File: config.mk
export PLATFORM = sky130hd
export DESIGN_NAME = cpu_sequencer_flat
export DESIGN_NICKNAME = d
export VERILOG_FILES = /design/src/rtl/cpu_sequencer_if.sv /design/src/rtl/cpu_sequencer.sv /design/src/flat_wrapper.sv
export SDC_FILE = /design/constraint.sdc
export NUM_CORES = 1
export LEC_CHECK = 0
export BUFFER_PORTS_ARGS = -buffer_cell sky130_fd_sc_hd__buf_2
export CORE_AREA = 2 2 73 75
export DETAILED_ROUTE_END_ITERATION = 10
export DIE_AREA = 0 0 75 77
export PLACE_DENSITY = 0.68
export SYNTH_ARGS = -nofsm -noshare
export SYNTH_HDL_FRONTEND = slang
export SYNTH_SLANG_ARGS = --single-unit
File: constraint.sdc
create_clock -name clk -period 5 [get_ports clk]
set_input_delay 0.5 -clock clk [delete_from_list [all_inputs] [get_ports clk]]
set_output_delay 0.5 -clock clk [all_outputs]
set_load 0.01 [all_outputs]
File: src/rtl/cpu_sequencer_if.sv
// Sequencer <-> datapath / memory bundle: fetch address, datapath control lines,
// data-memory handshake and debug status.
`timescale 1ns/1ps
interface cpu_sequencer_if #(
    parameter int PC_W = 8
);
    logic            run;
    logic [7:0]      instruction;
    logic            mem_ready;
    logic [PC_W-1:0] pc_addr;
    logic [1:0]      rs1_addr;
    logic [1:0]      rs2_addr;
    logic [1:0]      wr_addr;
    logic [1:0]      immediate;
    logic [1:0]      alu_op;
    logic            alu_src;
    logic            reg_wr_en;
    logic [1:0]      regWriteSrc;
    logic            rd;
    logic            wr;
    logic [2:0]      state;
    logic [7:0]      instr_count;
    logic            mem_err;

    modport master (
        input  run, instruction, mem_ready,
        output pc_addr, rs1_addr, rs2_addr, wr_addr, immediate, alu_op, alu_src,
               reg_wr_en, regWriteSrc, rd, wr, state, instr_count, mem_err
    );

    modport slave (
        output run, instruction, mem_ready,
        input  pc_addr, rs1_addr, rs2_addr, wr_addr, immediate, alu_op, alu_src,
               reg_wr_en, regWriteSrc, rd, wr, state, instr_count, mem_err
    );
endinterface

File: src/rtl/cpu_sequencer.sv
// Multi-cycle control sequencer: owns PC and IR, steps each instruction through
// FETCH/DECODE/EXEC/MEM/WB and drives all datapath and data-memory controls.
`timescale 1ns/1ps
module cpu_sequencer #(
    parameter int              PC_W        = 8,
    parameter logic [PC_W-1:0] RESET_PC    = '0,
    parameter int              MEM_TIMEOUT = 15
) (
    input  logic            clk,
    input  logic            reset,
    cpu_sequencer_if.master bus
);
    localparam logic [2:0] S_IDLE   = 3'd0;
    localparam logic [2:0] S_FETCH  = 3'd1;
    localparam logic [2:0] S_DECODE = 3'd2;
    localparam logic [2:0] S_EXEC   = 3'd3;
    localparam logic [2:0] S_MEM    = 3'd4;
    localparam logic [2:0] S_WB     = 3'd5;

    localparam logic [7:0]      TMO_LAST = 8'(MEM_TIMEOUT - 1);
    localparam logic [PC_W-1:0] PC_ONE   = {{(PC_W-1){1'b0}}, 1'b1};

    logic [2:0]      state_q, state_d;
    logic [PC_W-1:0] pc_q, pc_d;
    logic [7:0]      ir_q, ir_d;
    logic [7:0]      cnt_q, cnt_d;
    logic [7:0]      tmo_q, tmo_d;
    logic            err_q, err_d;
    logic            retire;

    logic [1:0] op, fa, fb, fc;
    logic       is_load, is_store;

    assign op       = ir_q[7:6];
    assign fa       = ir_q[5:4];
    assign fb       = ir_q[3:2];
    assign fc       = ir_q[1:0];
    assign is_load  = (op == 2'b10);
    assign is_store = (op == 2'b11);

    always_comb begin
        // NOTE: every signal gets a default before the case so no path leaves
        // one unassigned, which would otherwise infer a latch.
        state_d = state_q;
        pc_d    = pc_q;
        ir_d    = ir_q;
        cnt_d   = cnt_q;
        tmo_d   = tmo_q;
        err_d   = err_q;
        retire  = 1'b0;

        case (state_q)
            S_IDLE:   if (bus.run && !err_q) state_d = S_FETCH;
            S_FETCH: begin
                ir_d    = bus.instruction;
                state_d = S_DECODE;
            end
            S_DECODE: state_d = S_EXEC;
            S_EXEC:   state_d = op[1] ? S_MEM : S_WB;
            S_MEM: begin
                if (bus.mem_ready) begin
                    tmo_d = 8'd0;
                    if (is_load) begin
                        state_d = S_WB;
                    end else begin
                        retire  = 1'b1;
                        state_d = bus.run ? S_FETCH : S_IDLE;
                    end
                end else if (tmo_q == TMO_LAST) begin
                    // Abort without retiring: PC and count stay on the failed access.
                    tmo_d   = 8'd0;
                    err_d   = 1'b1;
                    state_d = S_IDLE;
                end else begin
                    tmo_d = tmo_q + 8'd1;
                end
            end
            S_WB: begin
                retire  = 1'b1;
                state_d = bus.run ? S_FETCH : S_IDLE;
            end
            default:  state_d = S_IDLE;
        endcase

        if (retire) begin
            pc_d  = pc_q + PC_ONE;
            cnt_d = cnt_q + 8'd1;
        end
    end

    always_ff @(posedge clk or negedge reset) begin
        if (!reset) begin
            state_q <= S_IDLE;
            pc_q    <= RESET_PC;
            ir_q    <= 8'd0;
            cnt_q   <= 8'd0;
            tmo_q   <= 8'd0;
            err_q   <= 1'b0;
        end else begin
            // NOTE: non-blocking assignments so every register samples the
            // pre-edge values, independent of statement order.
            state_q <= state_d;
            pc_q    <= pc_d;
            ir_q    <= ir_d;
            cnt_q   <= cnt_d;
            tmo_q   <= tmo_d;
            err_q   <= err_d;
        end
    end

    // Moore decode: controls depend only on state_q and ir_q.
    logic       in_decode, in_alu;
    logic [1:0] rs1_addr, rs2_addr, wr_addr, immediate, alu_op, wsrc;
    logic       alu_src, reg_wr_en, rd_en, wr_en;

    assign in_decode = (state_q == S_DECODE) || (state_q == S_EXEC) ||
                       (state_q == S_MEM)    || (state_q == S_WB);
    assign in_alu    = (state_q == S_EXEC) || (state_q == S_MEM) || (state_q == S_WB);

    always_comb begin
        rs1_addr  = 2'b00;
        rs2_addr  = 2'b00;
        immediate = 2'b00;
        alu_op    = 2'b00;
        alu_src   = 1'b0;
        wr_addr   = 2'b00;
        wsrc      = 2'b00;
        reg_wr_en = 1'b0;
        rd_en     = 1'b0;
        wr_en     = 1'b0;

        if (in_decode) begin
            case (op)
                2'b00: begin
                    rs1_addr = fa;
                    rs2_addr = fb;
                end
                2'b11: begin
                    rs1_addr  = fb;
                    rs2_addr  = fa;
                    immediate = fc;
                end
                default: begin
                    rs1_addr  = fb;
                    immediate = fc;
                end
            endcase
        end

        if (in_alu) begin
            alu_op  = (op == 2'b00) ? fc : 2'b00;
            alu_src = (op != 2'b00);
        end

        if (state_q == S_MEM) begin
            rd_en = is_load;
            wr_en = is_store;
        end

        if (state_q == S_WB) begin
            reg_wr_en = 1'b1;
            wr_addr   = fa;
            wsrc      = is_load ? 2'b01 : 2'b00;
            rd_en     = is_load;
        end
    end

    assign bus.pc_addr     = pc_q;
    assign bus.rs1_addr    = rs1_addr;
    assign bus.rs2_addr    = rs2_addr;
    assign bus.wr_addr     = wr_addr;
    assign bus.immediate   = immediate;
    assign bus.alu_op      = alu_op;
    assign bus.alu_src     = alu_src;
    assign bus.reg_wr_en   = reg_wr_en;
    assign bus.regWriteSrc = wsrc;
    assign bus.rd          = rd_en;
    assign bus.wr          = wr_en;
    assign bus.state       = state_q;
    assign bus.instr_count = cnt_q;
    assign bus.mem_err     = err_q;
endmodule

File: src/flat_wrapper.sv
// flat-port wrapper written by rule: the top's interface ports become plain ports
module cpu_sequencer_flat 
#(
    parameter int              PC_W        = 8,
    parameter logic [PC_W-1:0] RESET_PC    = '0,
    parameter int              MEM_TIMEOUT = 15
)
  (clk, reset, bus_run, bus_instruction, bus_mem_ready, bus_pc_addr, bus_rs1_addr, bus_rs2_addr, bus_wr_addr, bus_immediate, bus_alu_op, bus_alu_src, bus_reg_wr_en, bus_regWriteSrc, bus_rd, bus_wr, bus_state, bus_instr_count, bus_mem_err);
  cpu_sequencer_if #(.PC_W(PC_W)) bus_i ();
  input  logic clk;
  input  logic reset;
  input wire logic [$bits(bus_i.run)-1:0] bus_run;
  input wire logic [$bits(bus_i.instruction)-1:0] bus_instruction;
  input wire logic [$bits(bus_i.mem_ready)-1:0] bus_mem_ready;
  output wire logic [$bits(bus_i.pc_addr)-1:0] bus_pc_addr;
  output wire logic [$bits(bus_i.rs1_addr)-1:0] bus_rs1_addr;
  output wire logic [$bits(bus_i.rs2_addr)-1:0] bus_rs2_addr;
  output wire logic [$bits(bus_i.wr_addr)-1:0] bus_wr_addr;
  output wire logic [$bits(bus_i.immediate)-1:0] bus_immediate;
  output wire logic [$bits(bus_i.alu_op)-1:0] bus_alu_op;
  output wire logic [$bits(bus_i.alu_src)-1:0] bus_alu_src;
  output wire logic [$bits(bus_i.reg_wr_en)-1:0] bus_reg_wr_en;
  output wire logic [$bits(bus_i.regWriteSrc)-1:0] bus_regWriteSrc;
  output wire logic [$bits(bus_i.rd)-1:0] bus_rd;
  output wire logic [$bits(bus_i.wr)-1:0] bus_wr;
  output wire logic [$bits(bus_i.state)-1:0] bus_state;
  output wire logic [$bits(bus_i.instr_count)-1:0] bus_instr_count;
  output wire logic [$bits(bus_i.mem_err)-1:0] bus_mem_err;
  assign bus_i.run = bus_run;
  assign bus_i.instruction = bus_instruction;
  assign bus_i.mem_ready = bus_mem_ready;
  assign bus_pc_addr = bus_i.pc_addr;
  assign bus_rs1_addr = bus_i.rs1_addr;
  assign bus_rs2_addr = bus_i.rs2_addr;
  assign bus_wr_addr = bus_i.wr_addr;
  assign bus_immediate = bus_i.immediate;
  assign bus_alu_op = bus_i.alu_op;
  assign bus_alu_src = bus_i.alu_src;
  assign bus_reg_wr_en = bus_i.reg_wr_en;
  assign bus_regWriteSrc = bus_i.regWriteSrc;
  assign bus_rd = bus_i.rd;
  assign bus_wr = bus_i.wr;
  assign bus_state = bus_i.state;
  assign bus_instr_count = bus_i.instr_count;
  assign bus_mem_err = bus_i.mem_err;
  cpu_sequencer #(.PC_W(PC_W), .RESET_PC(RESET_PC), .MEM_TIMEOUT(MEM_TIMEOUT)) u_core (.clk(clk), .reset(reset), .bus(bus_i));
endmodule
==> impl_metrics.yaml <==
status:
  status: "complete, no violations"
yosys:
  synthMuxAreaShare_pct: 5.10
  synth_edf_count: 0
  synth_simple_gate_area_share_pct: 20.4
  syn_inst: 183
  ys_warn_count: 0
  ys_seq_elements: 36
  synth_cell_type_count: 44
  syn_nets: 204
  synthFlopType: "dfrtp_1"
  synth_area_per_cell_um2: 10.6
  synthXorXnorAreaFrac_pct: 7.68
  synth-adder-area-share_pct: 5.81
  synthArstFlopShare_pct: 100
  synth-compound-area-share_pct: 9.42
  synth_top_family_by_area: "simple AND/OR/NAND/NOR gates"
  synth_area_mm2: 0.00194
  ys_seq_area_share_pct: 46.5
routing:
  drt_pre_antenna_iters: 4
  drc_errors: 0
  via_count: 1501
  via_per_inst: 5.05
  drt_wl_total_um: 3810
  wl_per_cell_um: 12.8
  ant_nets: 0
  drt_iter0_drc: 60
power:
  cellPowerDensity_mw_per_mm2: 479
  irDropWorstVdd_uv: 206
  p_leak_uw: 0.00115
  finalPower_uw: 1090
timing:
  skew_ns: 0.00284
  fin_hold_ws_ns: 0.301
  setup_tns_ns: 0
  drv_slew: 0
  min_period_ns: 2.28
  worst_slack_ns: 2.72
  period_share_pct: 45.6
  rsz0062_at_grt: "false"
  hold_violations: 0
  worstMarginPinSlew_ns: 0.797
  finalSetupViolCount: 0
  max_freq_mhz: 439
  max-slew-margin-rel_pct: 46.9
grt:
  antenna_found_initial: 0
  grt_pass1_vias: 1436
  overflow: 0
  grt_pass1_wl_um: 6600
  grt_start_max_net_pins: 37
  grt_usage_pct: 14.5
placed_design:
  portBuffers: 46
  place_ws_ns: 3.02
  routabilityCongestion: 0.817
  placed_cells: 290
  dpl.hpwl_um: 2730
run:
  cap_violations: 0
critical_path:
  worst_setup_path_start_kind: "flop"
  crit_path_max_fanout: 12
  crit_slowest_cell: "nor3b_1"
  cp_num_buf_inv: 1
  worstPathRequired_ns: 4.50
  slowest_delay_ns: 0.59
  crit_path_cell_trace: "nor3b_1, and2_1, buf_2"
  crit_family: "simple AND/OR/NAND/NOR gates"
  critPathKind: "flop to primary output"
  end_kind: "primary output"
  worst_ep_arrival_time_ns: 1.78
clocking:
  numCtsBuffers: 5
  clk_latency_ns: 0.28
  clkTransAtPathRegs_ns: 0.07
  cts_root_buffer: "clkbuf_8"
  ctsResizeCount: 0
  cts_tree: "yes"
  cts_setup_buffers: 0
  cts_max_path_buffers: 2
  hold_buffers: 0
  clock_sinks: 36
  cts_max_level: 2
die:
  io_pins: 48
  dieHeight_um: 77
  num_rows: 26
  core_area_mm2: 0.00498
  die_width_um: 75
  die-area_mm2: 0.00578
  start_util_pct: 39.0
final_layout:
  stdcell_count: 297
  fill_cells: 493
  num-nets-final: 248
  n_antenna_cell: 0
  area.growth.synth_to_final_pct: 17.7
  layout-drive-gt1-share_pct: 30.4
hold_path:
  holdCritPathClass: "input pin to async pin"
[cells in the mapped netlist (3+ instances only)]
cell     count  area, um2
nand4_1      9       56.3
xor2_1       3       26.3
mux2_2       7       78.8
nor3_1       5       25.0
dfrtp_1     36        901
inv_1        7       26.3
and2_1       3       18.8
nand2_1     15       56.3
ha_1         9        113
and3_1       8       50.1
nand3_1      5       25.0
nor3b_1      4       30.0
xnor2_1     14        123
buf_6        4       45.0
nor2_1       8       30.0
o21ai_0      9       45.0
[cell families after synthesis]
logic type / count (synthesis)
muxes: 9
other: 1
and+or+nand+nor: 69
xor gates and xnor gates: 17
DFF: 36
buffers and inverters: 16
AOI/OAI and AO/OA: 26
adders and majority gates: 9
[report_power, final]
part | internal, uW | switching (uW) | leakage [uW] | total, uW
Combinational | 191 | 196 | 0.000632 | 387
Clock | 123 | 100 | 0.0000503 | 223
Sequential | 374 | 110 | 0.000466 | 484
[flip-flops by register name, summed over array words and instances, names as in the netlist]
| signal | flops |
|---|---|
| u_core.tmo_q | 8 |
| u_core.bus.mem_err | 1 |
| u_core.bus.pc_addr | 8 |
| u_core.bus.state | 3 |
| u_core.bus.instr_count | 8 |
| u_core.ir_q | 8 |
[per-stage QoR]
stage / area, um2 / util, %
3_5_place_dp: 2190 / 43.9
4_1_cts: 2280 / 45.9
6_report: 2280 / 45.9
3_3_place_gp: 2190 / 43.9
2_1_floorplan: 1940 / -
5_1_grt: 2280 / 45.9
[worst reg2reg max path: cells and delay by family (launching register included)]
kind             cells  cell delay (ns)
AND/OR/NAND/NOR      2             0.76
flip-flops           1             0.55
AO/OA/AOI/OAI        2             0.53
[path summary, 6_finish.rpt]
kind | start | endpoint | slack [ns] | depth (start not counted)
max | u_core.bus.state[2] | bus_wr | 2.72 | 3
min | reset | u_core.bus.pc_addr[4] | 0.30 | 1
max reg2reg | u_core.bus.state[2] | u_core.tmo_q[5] | 3.10 | 4
min reg2reg | u_core.bus.instr_count[7] | u_core.bus.instr_count[7] | 0.47 | 1
max in group asynchronous | reset | u_core.ir_q[3] | 4.20 | 1
min in group clk | bus_instruction[7] | u_core.ir_q[7] | 0.41 | 3
[layout by cell type, fill, tap and decap left out, types with 2 or more instances in the layout]
| cell type | instances |
|---|---|
| buf_2 | 46 |
| dfrtp_1 | 36 |
| nand2_1 | 15 |
| xnor2_1 | 14 |
| nand4_1 | 9 |
| o21ai_0 | 9 |
| ha_1 | 9 |
| and3_1 | 8 |
| nor2_1 | 8 |
| inv_1 | 7 |
| mux2_2 | 7 |
| clkbuf_8 | 7 |
| nor3_1 | 5 |
| nand3_1 | 5 |
| nor3b_1 | 4 |
| and2_1 | 3 |
| xor2_1 | 3 |
| a22oi_1 | 2 |
| mux2i_1 | 2 |
| nor2b_1 | 2 |
| o31ai_1 | 2 |
| a211o_2 | 2 |
| a31oi_1 | 2 |
| a21o_1 | 2 |
[layer usage]
metal	global-route usage, %	routed length [um]	up-vias
li1	-	-	734
met1	20.4	1830	724
met2	21.5	1670	38
met3	5.12	268	5
met4	3.21	40	0
met5	0	0	-
[layout make-up]
| cell class | count | area, um2 | share of cell area, % |
|---|---|---|---|
| Sequential cell | 36 | 901 | 39.5 |
| Inverter | 7 | 26.3 | 1.15 |
| Tap cell | 70 | 87.6 | 3.84 |
| Multi-Input combinational cell | 131 | 942 | 41.3 |
| Clock buffer | 7 | 96.3 | 4.22 |
| Timing Repair Buffer | 46 | 230 | 10.1 |
Power figures use the tool's default switching activity.
